[src/rtl/mem_arbiter.sv]
// mem_arbiter: shares one fixed-latency single-port memory between instruction
// fetch (I), load/store (D) and a DMA engine (M). Priority D > I > M, with an
// aging counter that forces M through after STARVE_MAX consecutive losses.
module mem_arbiter #(
  parameter int unsigned ADDR_W     = 32,
  parameter int unsigned DATA_W     = 32,
  parameter int unsigned MEM_LAT    = 2,
  parameter int unsigned STARVE_MAX = 8
) (
  input  logic              clk,
  input  logic              rst,
  // instruction fetch port (read-only)
  input  logic              i_req,
  input  logic [ADDR_W-1:0] i_addr,
  output logic              i_gnt,
  output logic              i_rvalid,
  output logic [DATA_W-1:0] i_rdata,
  // load/store port
  input  logic              d_req,
  input  logic              d_we,
  input  logic [ADDR_W-1:0] d_addr,
  input  logic [DATA_W-1:0] d_wdata,
  input  logic [3:0]        d_be,
  output logic              d_gnt,
  output logic              d_rvalid,
  output logic [DATA_W-1:0] d_rdata,
  // DMA port
  input  logic              m_req,
  input  logic              m_we,
  input  logic [ADDR_W-1:0] m_addr,
  input  logic [DATA_W-1:0] m_wdata,
  input  logic [3:0]        m_be,
  output logic              m_gnt,
  output logic              m_rvalid,
  output logic [DATA_W-1:0] m_rdata,
  // memory side
  output logic              mem_en,
  output logic              mem_we,
  output logic [ADDR_W-1:0] mem_addr,
  output logic [DATA_W-1:0] mem_wdata,
  output logic [3:0]        mem_be,
  input  logic [DATA_W-1:0] mem_rdata,
  output logic              busy
);

  localparam logic [3:0] LastWait  = 4'(MEM_LAT - 1);
  localparam logic [7:0] StarveMax = 8'(STARVE_MAX);

  typedef enum logic [1:0] {StIdle, StIssue, StWait} state_e;
  typedef enum logic [1:0] {OwnNone, OwnI, OwnD, OwnM} owner_e;

  state_e            state_q, state_d;
  owner_e            owner_q, owner_d;
  owner_e            winner;
  logic [3:0]        wait_cnt_q, wait_cnt_d;
  logic [7:0]        starve_cnt_q, starve_cnt_d;
  logic              acc_we_q, acc_we_d;
  logic              i_gnt_q, i_gnt_d, d_gnt_q, d_gnt_d, m_gnt_q, m_gnt_d;
  logic              mem_en_q, mem_en_d, mem_we_q, mem_we_d;
  logic [ADDR_W-1:0] mem_addr_q, mem_addr_d;
  logic [DATA_W-1:0] mem_wdata_q, mem_wdata_d;
  logic [3:0]        mem_be_q, mem_be_d;
  logic              busy_q, busy_d;
  logic              last_wait, arb_point;
  logic [DATA_W-1:0] rsp_data;

  // Arbitration: pick the winner at IDLE or in the last WAIT cycle.
  always_comb begin
    last_wait = (state_q == StWait) && (wait_cnt_q == LastWait);
    arb_point = (state_q == StIdle) || last_wait;
    winner    = OwnNone;
    if (arb_point) begin
      if (m_req && (starve_cnt_q == StarveMax)) winner = OwnM;
      else if (d_req)                           winner = OwnD;
      else if (i_req)                           winner = OwnI;
      else if (m_req)                           winner = OwnM;
    end
  end

  // Next state, aging counter and registered grant/memory outputs.
  always_comb begin
    state_d      = state_q;
    owner_d      = owner_q;
    wait_cnt_d   = '0;
    starve_cnt_d = starve_cnt_q;
    acc_we_d     = acc_we_q;
    i_gnt_d      = 1'b0;
    d_gnt_d      = 1'b0;
    m_gnt_d      = 1'b0;
    mem_en_d     = 1'b0;
    mem_we_d     = 1'b0;
    mem_addr_d   = mem_addr_q;
    mem_wdata_d  = mem_wdata_q;
    mem_be_d     = mem_be_q;

    case (state_q)
      StIssue: state_d = StWait;
      StWait:  if (!last_wait) wait_cnt_d = wait_cnt_q + 4'd1;
      default: ;
    endcase

    if (arb_point) begin
      state_d = StIdle;
      owner_d = OwnNone;
      // M only ages while it is actually asking; a win or an idle M resets it.
      if (!m_req || (winner == OwnM))      starve_cnt_d = '0;
      else if (starve_cnt_q != StarveMax)  starve_cnt_d = starve_cnt_q + 8'd1;

      case (winner)
        OwnI: begin
          i_gnt_d     = 1'b1;
          acc_we_d    = 1'b0;
          mem_addr_d  = i_addr;
          mem_wdata_d = '0;
          mem_be_d    = 4'hF;
        end
        OwnD: begin
          d_gnt_d     = 1'b1;
          acc_we_d    = d_we;
          mem_addr_d  = d_addr;
          mem_wdata_d = d_wdata;
          mem_be_d    = d_be;
        end
        OwnM: begin
          m_gnt_d     = 1'b1;
          acc_we_d    = m_we;
          mem_addr_d  = m_addr;
          mem_wdata_d = m_wdata;
          mem_be_d    = m_be;
        end
        default: ;
      endcase

      if (winner != OwnNone) begin
        state_d  = StIssue;
        owner_d  = winner;
        mem_en_d = 1'b1;
        mem_we_d = acc_we_d;
      end
    end

    busy_d = (state_d != StIdle);
  end

  // State and output registers; synchronous reset abandons any access.
  always_ff @(posedge clk) begin
    if (rst) begin
      state_q      <= StIdle;
      owner_q      <= OwnNone;
      wait_cnt_q   <= '0;
      starve_cnt_q <= '0;
      acc_we_q     <= 1'b0;
      i_gnt_q      <= 1'b0;
      d_gnt_q      <= 1'b0;
      m_gnt_q      <= 1'b0;
      mem_en_q     <= 1'b0;
      mem_we_q     <= 1'b0;
      mem_addr_q   <= '0;
      mem_wdata_q  <= '0;
      mem_be_q     <= '0;
      busy_q       <= 1'b0;
    end else begin
      state_q      <= state_d;
      owner_q      <= owner_d;
      wait_cnt_q   <= wait_cnt_d;
      starve_cnt_q <= starve_cnt_d;
      acc_we_q     <= acc_we_d;
      i_gnt_q      <= i_gnt_d;
      d_gnt_q      <= d_gnt_d;
      m_gnt_q      <= m_gnt_d;
      mem_en_q     <= mem_en_d;
      mem_we_q     <= mem_we_d;
      mem_addr_q   <= mem_addr_d;
      mem_wdata_q  <= mem_wdata_d;
      mem_be_q     <= mem_be_d;
      busy_q       <= busy_d;
    end
  end

  // Response steering: only the owner sees rvalid; writes return zero data.
  always_comb begin
    rsp_data = acc_we_q ? '0 : mem_rdata;
    i_rvalid = last_wait && (owner_q == OwnI);
    d_rvalid = last_wait && (owner_q == OwnD);
    m_rvalid = last_wait && (owner_q == OwnM);
    i_rdata  = i_rvalid ? rsp_data : '0;
    d_rdata  = d_rvalid ? rsp_data : '0;
    m_rdata  = m_rvalid ? rsp_data : '0;
  end

  assign i_gnt     = i_gnt_q;
  assign d_gnt     = d_gnt_q;
  assign m_gnt     = m_gnt_q;
  assign mem_en    = mem_en_q;
  assign mem_we    = mem_we_q;
  assign mem_addr  = mem_addr_q;
  assign mem_wdata = mem_wdata_q;
  assign mem_be    = mem_be_q;
  assign busy      = busy_q;

endmodule

[config.mk]
export PLATFORM = sky130hd
export DESIGN_NAME = mem_arbiter
export DESIGN_NICKNAME = d
export VERILOG_FILES = /design/src/rtl/mem_arbiter.sv
export SDC_FILE = /design/constraint.sdc
export NUM_CORES = 1
export LEC_CHECK = 0
export BUFFER_PORTS_ARGS = -buffer_cell sky130_fd_sc_hd__buf_4
export CAP_MARGIN = 30
export CORE_AREA = 2 2 147 149
export DETAILED_ROUTE_END_ITERATION = 8
export DIE_AREA = 0 0 149 151
export RECOVER_POWER = 50
export SYNTH_ARGS = -nofsm -noshare
export SYNTH_HDL_FRONTEND = slang
export SYNTH_SLANG_ARGS = --single-unit
export TNS_END_PERCENT = 100
[constraint.sdc]
create_clock -name clk -period 4.3 [get_ports clk]
set_input_delay 0.86 -clock clk [delete_from_list [all_inputs] [get_ports clk]]
set_output_delay 0.86 -clock clk [all_outputs]
set_load 0.1 [all_outputs]
== Word level (Yosys, flattened, before mapping) ==
Cells that the tools add are included.
Cells by class
  multiplexer cells: 23
  multiply operators: 0
  order comparisons: 0
  reduce and logical (&&, ||, !) cells: 18
  bitwise operators: 3
  $add $sub $neg: 2
  div/mod/pow operators: 0
  equal/unequal tests: 11
  shift operators: 0
Operators by type and width (number)
  32-bit one-hot mux with 3 select lines: 2
  32-bit 2-to-1 mux: 4
  2-bit 2-to-1 mux: 8
  8-bit 2-to-1 mux: 2
  4-bit one-hot mux with 3 select lines: 1
  2-bit == test, second input constant: 5
  8-bit by 1-bit adder with 8-bit output, second input constant: 1
  8-bit by 4-bit == test with 1-bit output, second input constant: 1
  8-bit by 4-bit != test with 1-bit output, second input constant: 1
  2-bit by 1-bit == test with 1-bit output, second input constant: 3
  2-bit nonzero test: 3
  3-bit OR reduction: 2
  1-bit logical AND: 5
  1-bit 2-to-1 mux: 5
  4-bit by 1-bit adder with 4-bit output, second input constant: 1
  4-bit by 1-bit == test with 1-bit output, second input constant: 1
  2-bit AND reduction: 2
  1-bit inverter: 3
  1-bit one-hot mux with 3 select lines: 1
  3-bit nonzero test: 1
  2-bit logical NOT: 1
  1-bit logical OR: 2
  2-bit OR reduction: 1
  1-bit logical NOT: 1
Word-level totals
  word-level logic and storage cells: 71
  bits in registers: 91
  output and inout port bits: 173
  memories: 0
  bits of input ports: 207
  ROM bits: 0
  RAM bits: 0
  latch bits: 0

== Depth between registers and ports, before layout ==
Gate-level depths: netlist of run 1.
  word-level depth: 9
  depth in mapped cells: 9
  mapped depth without buffers: 6

== Least setup slack after synthesis of run 1 ==
No wires, ideal clock.
  path kind: register -> output
  from: register wait_cnt_q[0]
  to: output port m_rdata[10]
  buffers on the path: 2
  arrival time: 2.825 ns
  stages on the path, launching flop included: 8
  slack: 0.615 ns
  cells stage by stage: dfxtp_1 ha_1 or3b_1 buf_6 nor2_1 nand3_1 clkbuf_1 nor2_1
Between the ends
  word-level cells in the longest chain between the ends: 4
Ends and longest elaborated chain
  from (decl): RTL line 55  | logic [3:0] wait_cnt_q, wait_cnt_d;
  from (signal assigned): RTL line 165  | wait_cnt_q <= wait_cnt_d;
  4-bit by 1-bit == test with 1-bit output: RTL line 69  | last_wait = (state_q == StWait) && (wait_cnt_q == LastWait);
  1-bit logical AND: RTL line 69
  1-bit logical AND: RTL line 185  | m_rvalid = last_wait && (owner_q == OwnM);
  32-bit 2-to-1 mux: RTL line 188  | m_rdata = m_rvalid ? rsp_data : '0;
  to (decl): RTL line 35  | output logic [DATA_W-1:0] m_rdata,
No other way between the ends.

== Worst setup path after layout of run 1 ==
  from: input port m_req
  to: register mem_wdata_q[20] (netlist: mem_wdata[20])
Between the ends
  word-level cells in the longest chain between the ends: 8
Ends and longest elaborated chain
  from (decl): RTL line 28  | input logic m_req,
  2-bit 2-to-1 mux: RTL line 76  | else if (m_req) winner = OwnM;
  2-bit 2-to-1 mux: RTL line 75  | else if (i_req) winner = OwnI;
  2-bit 2-to-1 mux: RTL line 74  | else if (d_req) winner = OwnD;
  2-bit 2-to-1 mux (*): RTL line 73  | if (m_req && (starve_cnt_q == StarveMax)) winner = OwnM;
  2-bit 2-to-1 mux (*): RTL line 72  | if (arb_point) begin
  2-bit == test / 2-bit by 1-bit == test with 1-bit output (equally long branches): RTL line 109  | case (winner)
  3-bit nonzero test (no line)
  2-bit AND reduction (no line)
  to (signal assigned): RTL line 174  | mem_wdata_q <= mem_wdata_d;
  to (decl): RTL line 61  | logic [DATA_W-1:0] mem_wdata_q, mem_wdata_d;
Every way passes the cells marked *; elsewhere a longest branch is shown, timed or not.
A chain may end at the register's enable or synchronous reset.

==> results.yml, run 1 <==
synthesis:
  ys.flop_type: "dfxtp_1"
  synth_top_family_by_area: "simple AND/OR/NAND/NOR gates"
  synth-xor-area-share: 0.0131
  synth_nets: 900
  synthTopCellsByArea: "dfxtp_1 (34%), nand3_1 (12%), nor2_1 (12%)"
  yosys-top-cells-count: "nor2_1 (177), nand3_1 (133), dfxtp_1 (91)"
  netlist.area_leader.share: 0.341
  muxShareOfSynthArea: 0
  synth_edf_count: 0
  async_flop_share: 0
  synth.most_common_cell: "nor2_1"
  synthCells: 689
  yosys.area.top_type: "dfxtp_1"
  synth_cell_types: 39
  synthAdderAreaFrac: 0.00938
  ys_seq_area_frac: 0.341
  synth-simple-area-share: 0.318
  synth_compound_area_frac: 0.234
  synth.avg_cell_area_um2: 7.75
  synthesis.area_um2: 5340
  synth_seq_cells: 91
  synth_warnings: 0
clock_tree:
  clk_latency_ns: 0.35
  postCtsSetupBuffers: 0
  cts-buffers-inserted: 9
  cts_tree: "done"
  ctsHtreeMaxLevel: 3
  cts.repair.resized: 0
  cts_num_sinks: 91
  ctsLongestPathBuffers: 2
  cts_hold_buf: 0
  path_clk_slew_ns: 0.08
  ctsRootBufferMaster: "clkbuf_16"
power_and_ir_drop:
  power.total_uw: 3410
  vdd_ir_drop_max_mv: 0.185
  switching_share: 0.496
  seq_power_share: 0.302
  p_int_uw: 1720
  leakage_uw: 0.00349
  p_sw_uw: 1690
  pwr-share-comb: 0.469
  powerDensity_nw_per_um2: 414
  pwr-share-clk: 0.230
drt:
  first_iter_violations: 373
  first_pass_iters: 6
  wire_per_inst_um: 17.7
  wirelength_um: 23000
  vias: 6410
  drcViolationCount: 0
  avgViaCountPerCell: 4.94
  postRouteAntennaNets: 0
min_path:
  hold-path-endpoint: "wait_cnt_q[0]"
  hold_start: "wait_cnt_q[0]"
  hold_path.class: "flop to flop"
  whs_path_depth: 1
critical_path:
  cp.buffers_inverters: 2
  reg2reg_from: "starve_cnt_q[0]"
  crit_fanout: 42
  critPathTopFamily: "compound AO/OA/AOI/OAI gates"
  arrival_ns: 3.80
  required_ns: 4.55
  cpPeakStageDelay_ns: 0.92
  crit_type: "input pin to flop"
  path_cells: "clkbuf_1, and4bb_1, a21o_1, clkbuf_2, nand3_1, a311oi_2"
  r2r-end: "mem_wdata[20]"
  critPathLaunchType: "input pin"
  cp-startpoint: "m_req"
  critPathSlowestCell: "a21o_1"
  reg2reg_depth: 7
  cp-end-kind: "flop"
  r2r_setup_slack_ns: 0.99
layout:
  multi_input_area_um2: 3040
  ff_latch_area_um2: 1820
  n_antenna_cell: 0
  fill_cells: 2247
  syn_to_final_growth_pct: 54.7
  layout.nets: 1229
  final_layout_size_suffix_gt1_frac: 0.358
  final_core_util: 0.396
placement:
  post-place-ws_ns: 1.19
  post-dp-hpwl_um: 17200
  place.gp.congestion: 0.796
  portBuffers: 379
timing:
  timing_hold_violations_final: 0
  fin_crit_sh: 0.826
  holdWs_ns: 0.483
  setup_viol: 0
  worst_slack_ns: 0.748
  tightest_slew_ns: 1.61
  clock.fmax_mhz: 282
  max-slew-margin-rel: -0.0735
  timing.setup.tns_ns: 0
  rsz0062_at_grt: "false"
  min_period_ns: 3.55
  skew_ns: 0.00897
  drv_slew: 63
global_routing:
  grt_max_degree: 86
  grt_antenna_before_repair: 0
  grt_use_total: 0.192
  grt_pass1_vias: 5995
  grt_pass1_wl_um: 33600
  grt_overflow_total: 0
floorplan:
  die_area_um2: 22500
  die_w_um: 149
  die_h_um: 151
  rows: 53
  core_um2: 20800
  pin_count: 380
  initial_core_util: 0.256
run_status:
  violations: "capacitance limit, slew limit"
  outcome: "finished with violations"
flow_run:
  max_cap_viol_count: 1
[power by group through the flow]
stage	combinational, uW	sequential (uW)	clock (uW)
finish	1600	1030	784
global route	1680	1050	851
global placement	1700	1050	0
floorplan	541	1790	0
CTS	1710	1030	812
detailed placement	1710	1050	0
[layer usage]
metal | up-vias | track usage | wire, um
met4 | 0 | 0.0510 | 366
met1 | 2974 | 0.222 | 8790
met5 | - | 0 | 0
met2 | 289 | 0.347 | 11900
met3 | 21 | 0.0557 | 1900
li1 | 3126 | - | -
[worst max path at each step]
| stage | endpoint | slack, ns | depth (start not counted) |
|---|---|---|---|
| 6_report | mem_wdata[20] | 0.75 | 6 |
| 3_3_place_gp | d_rdata[12] | 1.23 | 7 |
| 5_1_grt | mem_wdata[18] | 0.49 | 6 |
| 3_5_place_dp | d_rdata[12] | 1.19 | 7 |
| 4_1_cts | d_rdata[12] | 0.79 | 7 |
| 2_1_floorplan | m_rdata[10] | 0.61 | 7 |
[worst reg2reg max path: stages (launching register included)]
cell and delay [ns]:
dfxtp_1 0.35, inv_1 0.07, ha_1 0.16, and4bb_1 0.32
a21o_1 0.92, clkbuf_2 0.89, nand3_1 0.24, a311oi_2 0.26
[registers in the layout, indices dropped and copies added, names as in the netlist, 2 cells and up]
signal,count
state_q,2
mem_be,4
owner_q,2
mem_addr,32
wait_cnt_q,4
starve_cnt_q,8
mem_wdata,32
[placed cells by master, fill, tap and decap left out, types with 3 or more instances in the layout]
cell type and instances:
a2111oi_0 3, a21oi_1 11, a311oi_1 37, a311oi_2 29, a31oi_1 33, buf_12 3, buf_4 311, clkbuf_1 75
clkbuf_16 9, dfxtp_1 91, ha_1 4, inv_1 13, inv_6 3, nand2_1 10, nand2b_1 34, nand3_1 133
nor2_1 177, o21ai_0 3, o221a_1 4, xnor2_1 6
[per-stage QoR]
step	area, um^2	std cells
after floorplan	5340	689
after global placement	8290	1281
after detailed placement	8320	1282
after CTS	8600	1298
after global routing	8250	1298
final	8250	1298
[cell type report]
cell class / count / area share
multi-input combinational: 511 / 0.369
timing repair buffer: 392 / 0.329
sequential: 91 / 0.221
tap: 275 / 0.0417
clock buffer: 9 / 0.0273
clock inverter: 7 / 0.00697
inverter: 13 / 0.00591
[cells by family after synthesis]
logic type | count (synthesis)
XOR/XNOR | 8
flip-flops | 91
AO/OA/AOI/OAI | 131
AND/OR/NAND/NOR | 368
buffers and inverters | 87
adder cells (fa/ha/maj) | 4
(Power assumes the default switching activity.)
==> run 2: changes to the inputs <==
- ABC_AREA: unset -> 1
- CORE_AREA: 2 2 147 149 -> 2 2 150 152
- DIE_AREA: 0 0 149 151 -> 0 0 152 154
- clock period: 4.3 -> 3.5 ns (I/O delays scaled with it)
==> results.yml, run 2 <==
layout:
  final_layout_size_suffix_gt1_frac: 0.367
  final_cell_mix: "buf_4 (310), nand2_1 (192), nor2_2 (98)"
  final_common_cell: "buf_4"
  layout.nets: 1404
  n_antenna_cell: 0
  postLayoutCellArea_um2: 8600
  fill_cells: 2370
  syn_to_final_growth_pct: 64.0
placement:
  post-dp-hpwl_um: 17600
  portBuffers: 379
  placed_cell_area_um2: 8610
  post-place-ws_ns: 0.607
  place.gp.congestion: 0.833
critical_path:
  cp.buffers_inverters: 4
  critPathLaunchType: "flop"
  crit_fanout: 32
  r2r_setup_slack_ns: 0.54
  crit_type: "flop to primary output"
  cp-end-kind: "primary output"
  required_ns: 2.80
  critPathTopFamily: "simple AND/OR/NAND/NOR gates"
  path_cells: "inv_1, nor2_1, nand3_1, nor3_4, inv_1, buf_4, nor2_2, buf_4"
  arrival_ns: 2.34
  critPathSlowestCell: "dfxtp_1"
  cpPeakStageDelay_ns: 0.33
floorplan:
  die_w_um: 152
  pin_count: 380
  die_area_um2: 23400
  die_h_um: 154
  initial_core_util: 0.242
  core_um2: 21700
  rows: 54
synthesis:
  synthAdderAreaFrac: 0.00955
  synth_warnings: 0
  ys_seq_area_frac: 0.348
  synth-xor-area-share: 0.00334
  netlist.area_leader.share: 0.348
  async_flop_share: 0
  synth_edf_count: 0
  synthesis.area_um2: 5240
  muxShareOfSynthArea: 0
  synth_compound_area_frac: 0.163
  yosys-top-cells-count: "nand2_1 (192), nor2_1 (129), inv_1 (94)"
  synth_cell_types: 26
  synth_top_family_by_area: "simple AND/OR/NAND/NOR gates"
  synth.most_common_cell: "nand2_1"
  synth-simple-area-share: 0.360
  synth_seq_cells: 91
  ys.flop_type: "dfxtp_1"
  synthTopCellsByArea: "dfxtp_1 (35%), nand2_1 (14%), nor2_1 (9.2%)"
  synthCells: 848
  synth.avg_cell_area_um2: 6.18
  synth_nets: 1059
  yosys.area.top_type: "dfxtp_1"
run_status:
  outcome: "finished, final reports clean"
drt:
  wirelength_um: 23000
  first_iter_violations: 345
  wire_per_inst_um: 15.5
  postRouteAntennaNets: 0
  first_pass_iters: 5
  drcViolationCount: 0
  avgViaCountPerCell: 4.60
  vias: 6793
timing:
  timing_hold_violations_final: 0
  max-slew-margin-rel: 0.119
  min_period_ns: 3.04
  rsz0062_at_grt: "false"
  fin_crit_sh: 0.868
  tightest_slew_ns: 1.33
  setup_viol: 0
  clock.fmax_mhz: 329
  worst_slack_ns: 0.463
  drv_slew: 0
  skew_ns: 0.0172
clock_tree:
  ctsLongestPathBuffers: 2
  cts.repair.resized: 0
  cts_hold_buf: 0
  cts_num_sinks: 91
  path_clk_slew_ns: 0.07
  cts_tree: "done"
  clk_latency_ns: 0.35
  cts-buffers-inserted: 9
  ctsRootBufferMaster: "clkbuf_16"
  postCtsSetupBuffers: 0
  ctsHtreeMaxLevel: 3
flow_run:
  max_cap_viol_count: 0
power_and_ir_drop:
  pwr-share-clk: 0.245
  powerDensity_nw_per_um2: 496
  p_sw_uw: 2080
  seq_power_share: 0.294
  pwr-share-comb: 0.462
  vdd_ir_drop_max_mv: 0.318
  p_int_uw: 2180
  leakage_uw: 0.00427
  switching_share: 0.489
global_routing:
  grt_overflow_total: 0
  grt_use_total: 0.190
  grt_antenna_before_repair: 0
  grt_pass1_wl_um: 36100
  grt_max_degree: 46
  grt_pass1_vias: 6595
min_path:
  hold_path.class: "flop to flop"
[run 2: cell types whose count changed after synthesis, moves of 35 or more]
cell	previous run	this run
nand2_1	10	192
inv_1	13	94
o21ai_0	3	75
nand3_1	133	74
nor2_1	177	129
nand4_1	2	37
[run 2: through the flow]
stage	hold slack [ns]	std cells	setup TNS [ns]	power (uW)	utilization
6_report	0.481	1478	0	4260	0.396
5_1_grt	0.502	1478	0	4490	0.396
4_1_cts	0.483	1478	0	4440	0.411
3_5_place_dp	0.468	1462	0	3370	0.397
3_3_place_gp	0.453	1462	0	3370	0.397
2_1_floorplan	0.433	848	-21.26	2780	-
[run 2: kinds of logic after synthesis]
family                   Yosys count
adder cells (fa/ha/maj)            4
AND/OR/NAND/NOR                  445
flip-flops                        91
buffers and inverters            155
AO/OA/AOI/OAI                    151
XOR/XNOR                           2
[run 2: final timing paths]
kind,start,endpoint,depth (start not counted)
worst max-delay path,state_q[1],i_rdata[20],8
worst min-delay path,wait_cnt_q[0],wait_cnt_q[0],1
worst max register to register,wait_cnt_q[0],mem_wdata[12],8
worst min register to register,wait_cnt_q[0],wait_cnt_q[0],1
[run 2: layer usage]
metal | wire [um] | global-route usage | part of all wire
met5 | 0 | 0 | 0
met4 | 375 | 0.0530 | 0.016
met3 | 1810 | 0.0533 | 0.079
met2 | 11500 | 0.335 | 0.50
met1 | 9330 | 0.227 | 0.41
[run 2: layout make-up]
class	count	area (um^2)	share of cell area
clock buffers	11	243	0.0282
flip-flops and latches	91	1820	0.212
multi-input cells	602	3070	0.358
repair buffers	393	2680	0.312
inverters	96	360	0.0419
clock inverters	5	67.6	0.00786
well taps	280	350	0.0408
[run 2: power groups by stage]
| stage | clock network, uW | logic, uW | registers (uW) |
|---|---|---|---|
| after floorplan | 0 | 570 | 2210 |
| after global placement | 0 | 2090 | 1270 |
| after detailed placement | 0 | 2100 | 1280 |
| after CTS | 1080 | 2100 | 1260 |
| after global routing | 1130 | 2090 | 1270 |
| final | 1040 | 1970 | 1250 |
